### config.mk
export PLATFORM = sky130hd
export DESIGN_NAME = custom_axi_regs
export DESIGN_NICKNAME = d
export VERILOG_FILES = /design/src/rtl/custom_axi_ip_pkg.sv /design/src/rtl/custom_axi_regs_wr_ctrl.sv /design/src/rtl/custom_axi_regs.sv
export SDC_FILE = /design/constraint.sdc
export NUM_CORES = 1
export LEC_CHECK = 0
export CAP_MARGIN = 20
export CORE_ASPECT_RATIO = 0.5
export CORE_UTILIZATION = 45
export DETAILED_ROUTE_END_ITERATION = 8
export GPL_TIMING_DRIVEN = 0
export PLACE_DENSITY = 0.77
export SLEW_MARGIN = 30
export SYNTH_ARGS = -nofsm -noshare
export SYNTH_HDL_FRONTEND = slang
export SYNTH_HIERARCHICAL = 1
export SYNTH_SLANG_ARGS = --single-unit
### constraint.sdc
create_clock -name clk_i -period 1.65 [get_ports clk_i]
set_input_delay 0.33 -clock clk_i [delete_from_list [all_inputs] [get_ports clk_i]]
set_output_delay 0.33 -clock clk_i [all_outputs]
set_load 0.03 [all_outputs]
### src/rtl/custom_axi_ip_pkg.sv
// custom_axi_ip_pkg: shared core status codes, AXI response codes and register map of the custom IP core
package custom_axi_ip_pkg;

    typedef enum logic [1:0] {
        IDLE  = 2'd0,
        BUSY  = 2'd1,
        DONE  = 2'd2,
        ERROR = 2'd3
    } status_e;

    typedef enum logic [1:0] {
        OKAY   = 2'd0,
        SLVERR = 2'd2
    } axi_resp_e;

    localparam logic [3:0] CTRL_OFF     = 4'h0;
    localparam logic [3:0] DATA_IN_OFF  = 4'h4;
    localparam logic [3:0] DATA_OUT_OFF = 4'h8;
    localparam logic [3:0] STATUS_OFF   = 4'hC;

    localparam int CTRL_START_BIT  = 0;
    localparam int STATUS_DONE_BIT = 2;
    localparam int STATUS_DROP_BIT = 3;

endpackage

### src/rtl/custom_axi_regs_wr_ctrl.sv
// custom_axi_regs_wr_ctrl: captures AW and W independently, issues one update strobe, then holds B until accepted
module custom_axi_regs_wr_ctrl
    import custom_axi_ip_pkg::OKAY;
#(
    parameter int ADDR_WIDTH = 4
) (
    input  logic                  clk_i,
    input  logic                  rst_ni,
    input  logic [ADDR_WIDTH-1:0] s_awaddr_i,
    input  logic                  s_awvalid_i,
    output logic                  s_awready_o,
    input  logic [31:0]           s_wdata_i,
    input  logic [3:0]            s_wstrb_i,
    input  logic                  s_wvalid_i,
    output logic                  s_wready_o,
    output logic [1:0]            s_bresp_o,
    output logic                  s_bvalid_o,
    input  logic                  s_bready_i,
    output logic                  wr_en_o,
    output logic [ADDR_WIDTH-1:0] wr_addr_o,
    output logic [31:0]           wr_data_o,
    output logic [3:0]            wr_strb_o
);

    typedef enum logic [1:0] {IDLE, HAVE_AW, HAVE_W, RESP} wr_state_e;

    wr_state_e             state_q, state_d;
    logic [ADDR_WIDTH-1:0] awaddr_q, awaddr_d;
    logic [31:0]           wdata_q, wdata_d;
    logic [3:0]            wstrb_q, wstrb_d;
    logic                  awready_q, awready_d, wready_q, wready_d, bvalid_q, bvalid_d;
    logic                  aw_hs, w_hs, have_aw, have_w;

    always_comb begin
        aw_hs     = s_awvalid_i && awready_q;
        w_hs      = s_wvalid_i && wready_q;
        have_aw   = aw_hs || state_q == HAVE_AW;
        have_w    = w_hs || state_q == HAVE_W;
        awaddr_d  = aw_hs ? s_awaddr_i : awaddr_q;
        wdata_d   = w_hs ? s_wdata_i : wdata_q;
        wstrb_d   = w_hs ? s_wstrb_i : wstrb_q;
        bvalid_d  = bvalid_q;
        state_d   = (have_aw && have_w) ? RESP : have_aw ? HAVE_AW : have_w ? HAVE_W : IDLE;
        // RESP spends one cycle with bvalid low; that cycle carries the register update
        if (state_q == RESP) begin
            bvalid_d = !bvalid_q || !s_bready_i;
            state_d  = (bvalid_q && s_bready_i) ? IDLE : RESP;
        end
        awready_d = state_d == IDLE || state_d == HAVE_W;
        wready_d  = state_d == IDLE || state_d == HAVE_AW;
    end

    always_ff @(posedge clk_i or negedge rst_ni) begin
        if (!rst_ni) begin
            state_q   <= IDLE;
            awaddr_q  <= '0;
            wdata_q   <= '0;
            wstrb_q   <= '0;
            awready_q <= 1'b0;
            wready_q  <= 1'b0;
            bvalid_q  <= 1'b0;
        end else begin
            state_q   <= state_d;
            awaddr_q  <= awaddr_d;
            wdata_q   <= wdata_d;
            wstrb_q   <= wstrb_d;
            awready_q <= awready_d;
            wready_q  <= wready_d;
            bvalid_q  <= bvalid_d;
        end
    end

    assign s_awready_o = awready_q;
    assign s_wready_o  = wready_q;
    assign s_bvalid_o  = bvalid_q;
    assign s_bresp_o   = OKAY;
    assign wr_en_o     = state_q == RESP && !bvalid_q;
    assign wr_addr_o   = awaddr_q;
    assign wr_data_o   = wdata_q;
    assign wr_strb_o   = wstrb_q;

endmodule

### src/rtl/custom_axi_regs.sv
// custom_axi_regs: AXI4-Lite register file bridging the interconnect to the custom IP core's data/start/status interface
module custom_axi_regs
    import custom_axi_ip_pkg::*;
#(
    parameter int ADDR_WIDTH = 4,
    parameter int DATA_WIDTH = 32
) (
    input  logic                  clk_i,
    input  logic                  rst_ni,
    input  logic [ADDR_WIDTH-1:0] s_awaddr_i,
    input  logic                  s_awvalid_i,
    output logic                  s_awready_o,
    input  logic [31:0]           s_wdata_i,
    input  logic [3:0]            s_wstrb_i,
    input  logic                  s_wvalid_i,
    output logic                  s_wready_o,
    output logic [1:0]            s_bresp_o,
    output logic                  s_bvalid_o,
    input  logic                  s_bready_i,
    input  logic [ADDR_WIDTH-1:0] s_araddr_i,
    input  logic                  s_arvalid_i,
    output logic                  s_arready_o,
    output logic [31:0]           s_rdata_o,
    output logic [1:0]            s_rresp_o,
    output logic                  s_rvalid_o,
    input  logic                  s_rready_i,
    output logic [31:0]           ipreg_data_o,
    output logic                  enable_o,
    input  logic [31:0]           ipreg_data_i,
    input  logic [1:0]            status_i
);

    if (DATA_WIDTH != 32) begin : g_bad_width
        $error("custom_axi_regs: DATA_WIDTH must be 32");
    end

    logic                  wr_en;
    logic [ADDR_WIDTH-1:0] wr_addr;
    logic [31:0]           wr_data;
    logic [3:0]            wr_strb;
    logic [31:0]           data_in_q, data_in_d, rdata_q, rdata_d, status_word;
    logic                  done_sticky_q, done_sticky_d, start_drop_q, start_drop_d;
    logic                  enable_q, enable_d, rvalid_q, rvalid_d, arready_q, arready_d;
    logic [1:0]            status_prev_q;
    logic [3:0]            wr_sel, rd_sel;
    logic                  start_req, done_set, drop_set, clr_done, clr_drop, ar_hs;
    logic                  unused_ok;

    custom_axi_regs_wr_ctrl #(.ADDR_WIDTH(ADDR_WIDTH)) u_wr_ctrl (
        .clk_i       (clk_i),
        .rst_ni      (rst_ni),
        .s_awaddr_i  (s_awaddr_i),
        .s_awvalid_i (s_awvalid_i),
        .s_awready_o (s_awready_o),
        .s_wdata_i   (s_wdata_i),
        .s_wstrb_i   (s_wstrb_i),
        .s_wvalid_i  (s_wvalid_i),
        .s_wready_o  (s_wready_o),
        .s_bresp_o   (s_bresp_o),
        .s_bvalid_o  (s_bvalid_o),
        .s_bready_i  (s_bready_i),
        .wr_en_o     (wr_en),
        .wr_addr_o   (wr_addr),
        .wr_data_o   (wr_data),
        .wr_strb_o   (wr_strb)
    );

    always_comb begin
        wr_sel        = {wr_addr[3:2], 2'b00};
        rd_sel        = {s_araddr_i[3:2], 2'b00};
        start_req     = wr_en && wr_sel == CTRL_OFF && wr_strb[0] && wr_data[CTRL_START_BIT];
        enable_d      = start_req && status_i == IDLE;
        drop_set      = start_req && status_i != IDLE;
        done_set      = status_i == DONE && status_prev_q != DONE;
        clr_done      = wr_en && wr_sel == STATUS_OFF && wr_strb[0] && wr_data[STATUS_DONE_BIT];
        clr_drop      = wr_en && wr_sel == STATUS_OFF && wr_strb[0] && wr_data[STATUS_DROP_BIT];
        // a set in the same cycle as a W1C clear wins
        done_sticky_d = done_set || (done_sticky_q && !clr_done);
        start_drop_d  = drop_set || (start_drop_q && !clr_drop);
        data_in_d     = data_in_q;
        for (int i = 0; i < 4; i++)
            if (wr_en && wr_sel == DATA_IN_OFF && wr_strb[i]) data_in_d[8*i +: 8] = wr_data[8*i +: 8];
        status_word                  = '0;
        status_word[1:0]             = status_i;
        status_word[STATUS_DONE_BIT] = done_sticky_q;
        status_word[STATUS_DROP_BIT] = start_drop_q;
        ar_hs         = s_arvalid_i && arready_q;
        rdata_d       = !ar_hs ? rdata_q :
                        rd_sel == DATA_IN_OFF  ? data_in_q :
                        rd_sel == DATA_OUT_OFF ? ipreg_data_i :
                        rd_sel == STATUS_OFF   ? status_word : '0;
        rvalid_d      = ar_hs || (rvalid_q && !s_rready_i);
        arready_d     = !rvalid_d;
    end

    always_ff @(posedge clk_i or negedge rst_ni) begin
        if (!rst_ni) begin
            data_in_q     <= '0;
            done_sticky_q <= 1'b0;
            start_drop_q  <= 1'b0;
            enable_q      <= 1'b0;
            status_prev_q <= IDLE;
            rdata_q       <= '0;
            rvalid_q      <= 1'b0;
            arready_q     <= 1'b0;
        end else begin
            data_in_q     <= data_in_d;
            done_sticky_q <= done_sticky_d;
            start_drop_q  <= start_drop_d;
            enable_q      <= enable_d;
            status_prev_q <= status_i;
            rdata_q       <= rdata_d;
            rvalid_q      <= rvalid_d;
            arready_q     <= arready_d;
        end
    end

    assign s_arready_o  = arready_q;
    assign s_rvalid_o   = rvalid_q;
    assign s_rdata_o    = rdata_q;
    assign s_rresp_o    = OKAY;
    assign ipreg_data_o = data_in_q;
    assign enable_o     = enable_q;
    assign unused_ok    = ^{wr_addr, s_araddr_i};

endmodule

## After elaboration in Yosys (flattened, before gate mapping)

Index checks and enable logic that the tools add are counted.

| word-level totals | value |
|---|---|
| register bits after elaboration | 116 |
| output and inout port bits | 74 |
| logic and storage cells | 80 |

| cells by class | value |
|---|---|
| equal/unequal tests | 12 |
| multiplexer cells | 8 |
| reduce and logical (&&, ||, !) cells | 42 |

Operators by type and width:

| operator | count |
|---|---|
| 2-to-1 mux 32 bit | 2 |
| logical AND 1 bit | 24 |
| equality test 2 bit (second input constant) | 7 |
| 2-to-1 mux 2 bit | 5 |
| equality test 2 x 1 -> 1 bit (second input constant) | 4 |
| logical OR 1 bit | 8 |
| zero test 1 bit | 6 |
| zero test 2 bit | 3 |
| 2-to-1 mux 4 bit | 1 |
| != test 2 bit (second input constant) | 1 |
| nonzero test 2 bit | 1 |

## Depth between registers and ports, before layout

Gate-level depths: netlist of the first run.

| logic depth | value |
|---|---|
| depth in word-level cells | 8 |
| mapped depth | 6 |
| gate-level depth less buffers | 5 |

## By module

The synthesis of the first run kept the hierarchy.

Modules (own cells, without submodules):

| module | times used | cells an instance | area an instance (um2) | sequential area each (um2) |
|---|---|---|---|---|
| custom_axi_regs | 1 | 243 | 3,348.2 | 1,776.7 |
| custom_axi_regs_wr_ctrl | 1 | 104 | 1,846.8 | 1,126.1 |

## Worst setup path after synthesis of the first run

No wires, ideal clock.

| path | value |
|---|---|
| kind | register to register |
| start | reg u_wr_ctrl.bvalid_q (netlist: u_wr_ctrl/s_bvalid_o) |
| end | reg data_in_q[10] (netlist: ipreg_data_o[10]) |
| setup time | 0.125 ns |
| data arrival time | 1.453 ns |
| slack | 0.072 ns |
| stages on the path, launching flop included | 6 |
| period minus slack after synthesis | 1.578 ns |
| cells stage by stage | dfrtp_1 > nor2_1 > and3b_1 > buf_4 > nand2_4 > mux2_4 |

| on the way | value |
|---|---|
| cells in the longest elaborated chain, start to end | 4 |

Ends and longest elaborated chain:

| item | line | source |
|---|---|---|
| start, declared | custom_axi_regs_wr_ctrl.sv:31 | `logic awready_q, awready_d, wready_q, wready_d, bvalid_q, bvalid_d;` |
| start signal, assigned | custom_axi_regs_wr_ctrl.sv:69 | `bvalid_q <= bvalid_d;` |
| zero test 1 bit | custom_axi_regs_wr_ctrl.sv:77 | `assign wr_en_o = state_q == RESP && !bvalid_q;` |
| logical AND 1 bit | custom_axi_regs_wr_ctrl.sv:77 |  |
| via wr_en | custom_axi_regs.sv:37 | `logic wr_en;` |
| logical AND 1 bit (2 in series) | custom_axi_regs.sv:82 | `if (wr_en && wr_sel == DATA_IN_OFF && wr_strb[i]) data_in_d[8*i +: 8] = wr_data[8*i +: 8];` |
| end signal, assigned | custom_axi_regs.sv:107 | `data_in_q <= data_in_d;` |
| end, declared | custom_axi_regs.sv:41 | `logic [31:0] data_in_q, data_in_d, rdata_q, rdata_d, status_word;` |

The timed path passes the listed nets, and every way through them passes these cells.
A chain may end at the register's enable or synchronous reset.

## Worst setup path in the final report of the first run

| path | value |
|---|---|
| start | reg data_in_q[4] (netlist: ipreg_data_o[4]) |
| end | out ipreg_data_o[4] |

RTL lines:

| item | line | source |
|---|---|---|
| end, declared | custom_axi_regs.sv:27 | `output logic [31:0] ipreg_data_o,` |

No word-level cell between the ends.

==> reports/results.ini, run 1 <==
[run_status]
status = complete, no violations

[power_and_ir_drop]
p_int_mw = 8.504
seqPwrFrac_pct = 36.7
switchingPower_mw = 4.436
p_leak_nw = 3.586
p_comb_share_pct = 35.4
power.density_nw_per_um2 = 1753
netSwitchingFraction_pct = 34.28
pwr-share-clk_pct = 27.9
peakVddDrop_mv = 0.9298

[timing]
worst_slack_ns = 0.05069
post-route-period-util_pct = 96.93
period_minus_slack_ns = 1.599
setup_violations = 0
relSlewSlack_pct = 65.36
finalHoldViolations = 0
timing.fmax_mhz = 625.3
skew_ns = 0.005916
slew_viol_final = 0
tightestPinTransition_ns = 0.5196
fin_hold_ws_ns = 0.4310
rsz0062_at_grt = no

[clocking]
clock_sinks = 114
root_buffer = clkbuf_16
cts_made_buffers = 17
htree_num_levels = 4
cts_tree = done
clkLatencyLatePin_ns = 0.41
path_clk_slew_ns = 0.05
max-clock-path-buffers = 2

[grt]
first_global_vias = 3551
grt_pass1_wl_um = 19350
antenna_found_initial = 0
grt_max_degree = 63
grt_use_total_pct = 21.70
overflow = 0

[worst_setup_path]
r2r_end = ipreg_data_o[30]
cpPeakStageDelay_ns = 0.43
worstPathRequired_ns = 1.32
crit_buf_inv = 1
crit_path_start_kind = flop
critPathMaxFanout = 3
worstReg2RegStart = u_wr_ctrl/state_q[0]
reg2reg_depth = 6
cp.arrival_ns = 1.27
path_delay_family = flip-flops
cp-endpoint = ipreg_data_o[4]
crit_path_top_delay_cell = dfrtp_1
path_class = flop to primary output
cp_num_cells = 1
r2r_setup_slack_ns = 0.08
crit_path_cell_trace = clkdlybuf4s15_1
cp-startpoint = ipreg_data_o[4]
endpoint_kind = primary output

[placed_design]
hpwl_um = 8219
place_congestion = 0.7530
pre_cts_ws_ns = -0.2738
place_area_um2 = 6845
dpl.cell_count = 641
portBuffers = 150

[run]
maxCapViolCount = 0

[synthesis]
yosysWarnings = 6
syn_area_per_cell_um2 = 14.93
synthCells = 343
syn-cell-area_um2 = 5122

[cells_and_area]
fin_nets = 604
fin_area_um2 = 7381
layout-drive-gt1-share_pct = 34.59
multi_input_area_um2 = 2036
fillerInstances = 857
syn2layout_area_growth_pct = 44.09
regArea_um2 = 2853
finalNonFillerCells = 677
diodes = 0

[routing]
dr.pass1.iters = 4
dr_total_vias = 3355
viasPerCell = 4.956
routed_wl_um = 11870
drtIter0Drc = 120
wire_per_inst_um = 17.54
ant_nets = 0
drc_errors = 0

[floorplan]
io_pins = 159
initial_utilization_pct = 46.37
dieArea_um2 = 11840
chipWidth_um = 152.9
die_y_um = 77.44
rows = 27
core_area_um2 = 11050

[worst_hold_path]
worstHoldPathType = input pin to async pin

## state kept, by name, summed over array words and instances (netlist names), 2 cells and up
name,count
ipreg_data_o,32
s_rdata_o,32
u_wr_ctrl/wr_data_o,32
u_wr_ctrl/wr_strb_o,4
status_prev_q,2
u_wr_ctrl/state_q,2
u_wr_ctrl/wr_addr_o,2
## layer usage
layer / GRT usage, % / wire (µm)
met1: 27.78 / 5496
met2: 35.32 / 5748
met3: 5.642 / 406
met4: 8.990 / 220
met5: 0 / 0
## per-stage QoR
stage	power, mW	util (%)	setup TNS, ns
floorplan	7.801	-	0
global placement	9.580	61.67	-485.60
detailed placement	9.731	61.97	-7.282
CTS	12.97	66.55	0
global route	13.55	66.81	0
finish	12.94	66.81	0
## layout make-up
| cell class | count | area share (%) |
|---|---|---|
| clock buffer | 22 | 6.425 |
| clock inverter | 10 | 1.458 |
| sequential | 114 | 38.65 |
| buffer | 22 | 3.170 |
| inverter | 4 | 0.2034 |
| multi-input combinational | 205 | 27.58 |
| timing repair buffer | 155 | 20.05 |
| tap | 145 | 2.458 |
## cells in the final DEF, fill, tap and decap left out, types with 3 or more instances in the layout
cell type and instances:
a221oi_1 6, a221oi_2 26, buf_12 6, buf_4 9, buf_6 3, clkbuf_1 6, clkbuf_16 17, clkbuf_8 3
clkdlybuf4s50_1 79, clkinv_2 5, clkinvlp_4 3, conb_1 4, dfrtp_1 114, dlygate4sd2_1 69, inv_1 4, mux2_2 20
mux2_4 54, nand2_1 5, nand2_4 4, nor2_1 45, nor2_2 20, o21ai_0 3
## worst min-delay path by stage
stage	cells past startpoint	endpoint	start
final	2	ipreg_data_o[20]	rst_ni
after global routing	2	ipreg_data_o[19]	rst_ni
after CTS	2	s_rdata_o[18]	rst_ni
after detailed placement	1	s_rdata_o[18]	rst_ni
after global placement	1	done_sticky_q	done_sticky_q
after floorplan	0	done_sticky_q	rst_ni
## timing repair
action,in CTS,in global routing
endpoints found under the hold margin,52,0
endpoints found under the setup margin,94,25
hold buffers,1,0
buffers inserted,0,3
gates resized for setup,71,2
## power groups by stage
stage / Sequential (mW) / Clock [mW] / Combinational [mW]
3_3_place_gp: 4.76 / 0 / 4.82
4_1_cts: 4.76 / 3.66 / 4.55
2_1_floorplan: 5.74 / 0 / 2.06
5_1_grt: 4.90 / 3.79 / 4.86
6_report: 4.74 / 3.61 / 4.59
3_5_place_dp: 4.81 / 0 / 4.92
(Power assumes the default switching activity.)
==> inputs of run 2 (changes only) <==
ABC_AREA = 1   (was not set)
PLACE_DENSITY = not set   (was 0.77)
PLACE_DENSITY_LB_ADDON = 0.3   (was not set)
==> run 2 against run 1 <==
Flip-flop and latch count unchanged. Critical endpoint is now ipreg_data_o[20]. Clock skew increased by 0.00059 ns. Cell count increased by 39%.
==> reports/results.ini, run 2 <==
[timing]
tightestPinTransition_ns = 0.5102  ; -0.009453 ns
rsz0062_at_grt = yes
fin_hold_ws_ns = 0.2359  ; -0.1951 ns
worst_slack_ns = 0.06346  ; +0.01278 ns
period_minus_slack_ns = 1.587  ; -0.01278 ns
slew_viol_final = 0  ; unchanged
relSlewSlack_pct = 65.99  ; +0.63 points
timing.fmax_mhz = 630.3  ; +0.81%
tns_ns = 0  ; unchanged
skew_ns = 0.006511  ; +0.0005942 ns
finalHoldViolations = 0  ; unchanged
post-route-period-util_pct = 96.15  ; -0.77 points
setup_violations = 0  ; unchanged

[power_and_ir_drop]
peakVddDrop_mv = 0.9044  ; -2.7%
power.density_nw_per_um2 = 1688  ; -3.7%
p_leak_nw = 4.040  ; +13%

[grt]
overflow = 0  ; unchanged
grt_use_total_pct = 24.96  ; +3.3 points
first_global_vias = 4494  ; +27%
antenna_found_initial = 0  ; unchanged
grt_max_degree = 86  ; +37%
grt_pass1_wl_um = 22520  ; +16%

[worst_setup_path]
reg2reg_depth = 6  ; unchanged
path_class = flop to primary output
r2r_setup_slack_ns = 0.07  ; about the same
path_delay_family = buffers and inverters
critPathMaxFanout = 3  ; unchanged
cpPeakStageDelay_ns = 0.43  ; about the same
worstReg2RegStart = u_wr_ctrl/state_q[0]
endpoint_kind = primary output
crit_path_top_delay_cell = dlygate4sd2_1
cp.arrival_ns = 1.26  ; about the same
r2r_end = ipreg_data_o[17]
crit_path_start_kind = flop
worstPathRequired_ns = 1.32  ; about the same
crit_buf_inv = 1  ; unchanged
crit_path_cell_trace = dlygate4sd2_1

[cells_and_area]
final_cell_mix = 338 x nand2_1, 114 x dfrtp_1, 77 x nand3_1, 77 x clkdlybuf4s50_1, 69 x dlygate4sd2_1
regArea_um2 = 2853  ; unchanged
fin_nets = 874  ; +45%
fin_area_um2 = 7330  ; -0.70%
layout-drive-gt1-share_pct = 9.601  ; -25 points
fillerInstances = 859  ; +0.23%
finalNonFillerCells = 942  ; +39%
multi_input_area_um2 = 1924  ; -5.5%
diodes = 0  ; unchanged
final_common_cell = nand2_1
syn2layout_area_growth_pct = 45.07

[clocking]
max-clock-path-buffers = 2  ; unchanged
root_buffer = clkbuf_16
cts_made_buffers = 17  ; unchanged
htree_num_levels = 4  ; unchanged
post-cts-setup-buffer-count = 0  ; unchanged
clock_sinks = 114  ; unchanged
path_clk_slew_ns = 0.05  ; about the same
clkLatencyLatePin_ns = 0.41  ; about the same
cts_tree = done

[placed_design]
place_congestion = 0.8227  ; +9.3%
dpl.cell_count = 909  ; +42%
place_area_um2 = 6749  ; -1.4%
hpwl_um = 9739  ; +18%
portBuffers = 148  ; -1.3%
pre_cts_ws_ns = -0.09400  ; +0.1798 ns

[routing]
drc_errors = 0  ; unchanged
ant_nets = 0  ; unchanged
drtIter0Drc = 282  ; +140%
routed_wl_um = 14000  ; +18%
wire_per_inst_um = 14.87  ; -15%
viasPerCell = 5.013  ; +1.2%
dr_total_vias = 4722  ; +41%
dr.pass1.iters = 5  ; +1

[floorplan]
rows = 26  ; -3.7%
io_pins = 159  ; unchanged
die_y_um = 76.93  ; -0.67%
core_area_um2 = 10540  ; -4.6%
initial_utilization_pct = 47.93  ; +1.6 points
chipWidth_um = 151.9  ; -0.68%
dieArea_um2 = 11680  ; -1.3%

[synthesis]
yosysWarnings = 6  ; unchanged
syn-cell-area_um2 = 5052  ; -1.4%
syn_area_per_cell_um2 = 8.175  ; -45%
synthCells = 618  ; +80%

[run]
maxCapViolCount = 0  ; unchanged

[worst_hold_path]
hp-start = s_wvalid_i
whs_path_depth = 3
worstHoldPathType = input pin to flop
worstHoldEndpoint = u_wr_ctrl/wr_data_o[13]

[run_status]
status = complete, no violations

-- run 2: cell types whose count changed in the layout (fill, tap and decap cells not counted), moves of 9 or more --
cell,previous run,this run
nand3_1,0,77
inv_1,4,15
nor2_1,45,20
mux2_4,54,0
mux2_2,20,0
buf_4,9,18
nor2_2,20,0
nand2_1,5,338
a221oi_2,26,0
-- run 2: per-layer routing --
metal | share of wire (%) | track usage (%) | vias to the layer above
met5 | 0 | 0 | -
met4 | 1.6 | 8.300 | 0
met3 | 7.2 | 7.292 | 20
met2 | 47 | 40.09 | 189
met1 | 44 | 32.53 | 2250
li1 | - | - | 2263
-- run 2: timing repair --
| item | CTS | global route |
|---|---|---|
| hold buffers | 1 | 0 |
| endpoints found under the hold margin | 29 | 0 |
| resized for setup | 71 | 15 |
| endpoints found under the setup margin | 98 | 33 |
-- run 2: area by class of cell --
type	instances	share of cell area (%)
Buffer	31	3.670
Sequential cell	114	38.92
Inverter	17	0.9047
Multi-Input combinational cell	458	26.25
Clock inverter	13	2.202
Timing Repair Buffer	150	19.61
Tap cell	140	2.390
Clock buffer	19	6.043
-- run 2: stage by stage --
step / power (mW) / utilization [%]
after floorplan: 7.011 / -
after global placement: 8.825 / 63.72
after detailed placement: 8.948 / 64.03
after CTS: 12.34 / 69.05
after global routing: 13.02 / 69.54
final: 12.37 / 69.54
-- run 2: how the worst max path moves through the flow --
stage,end,cells past startpoint,from
2_1_floorplan,ipreg_data_o[0],5,u_wr_ctrl/s_bvalid_o
3_3_place_gp,s_arready_o,1,rst_ni
3_5_place_dp,ipreg_data_o[17],6,u_wr_ctrl/state_q[0]
4_1_cts,ipreg_data_o[8],6,u_wr_ctrl/state_q[0]
5_1_grt,ipreg_data_o[17],6,u_wr_ctrl/state_q[0]
6_report,ipreg_data_o[20],1,ipreg_data_o[20]
-- run 2: where the power goes --
group	leakage (nW)	total, mW	internal, mW	switching [mW]
Clock	0.273	3.74	2.41	1.34
Combinational	2.30	3.99	1.41	2.58
Sequential	1.46	4.64	3.82	0.814
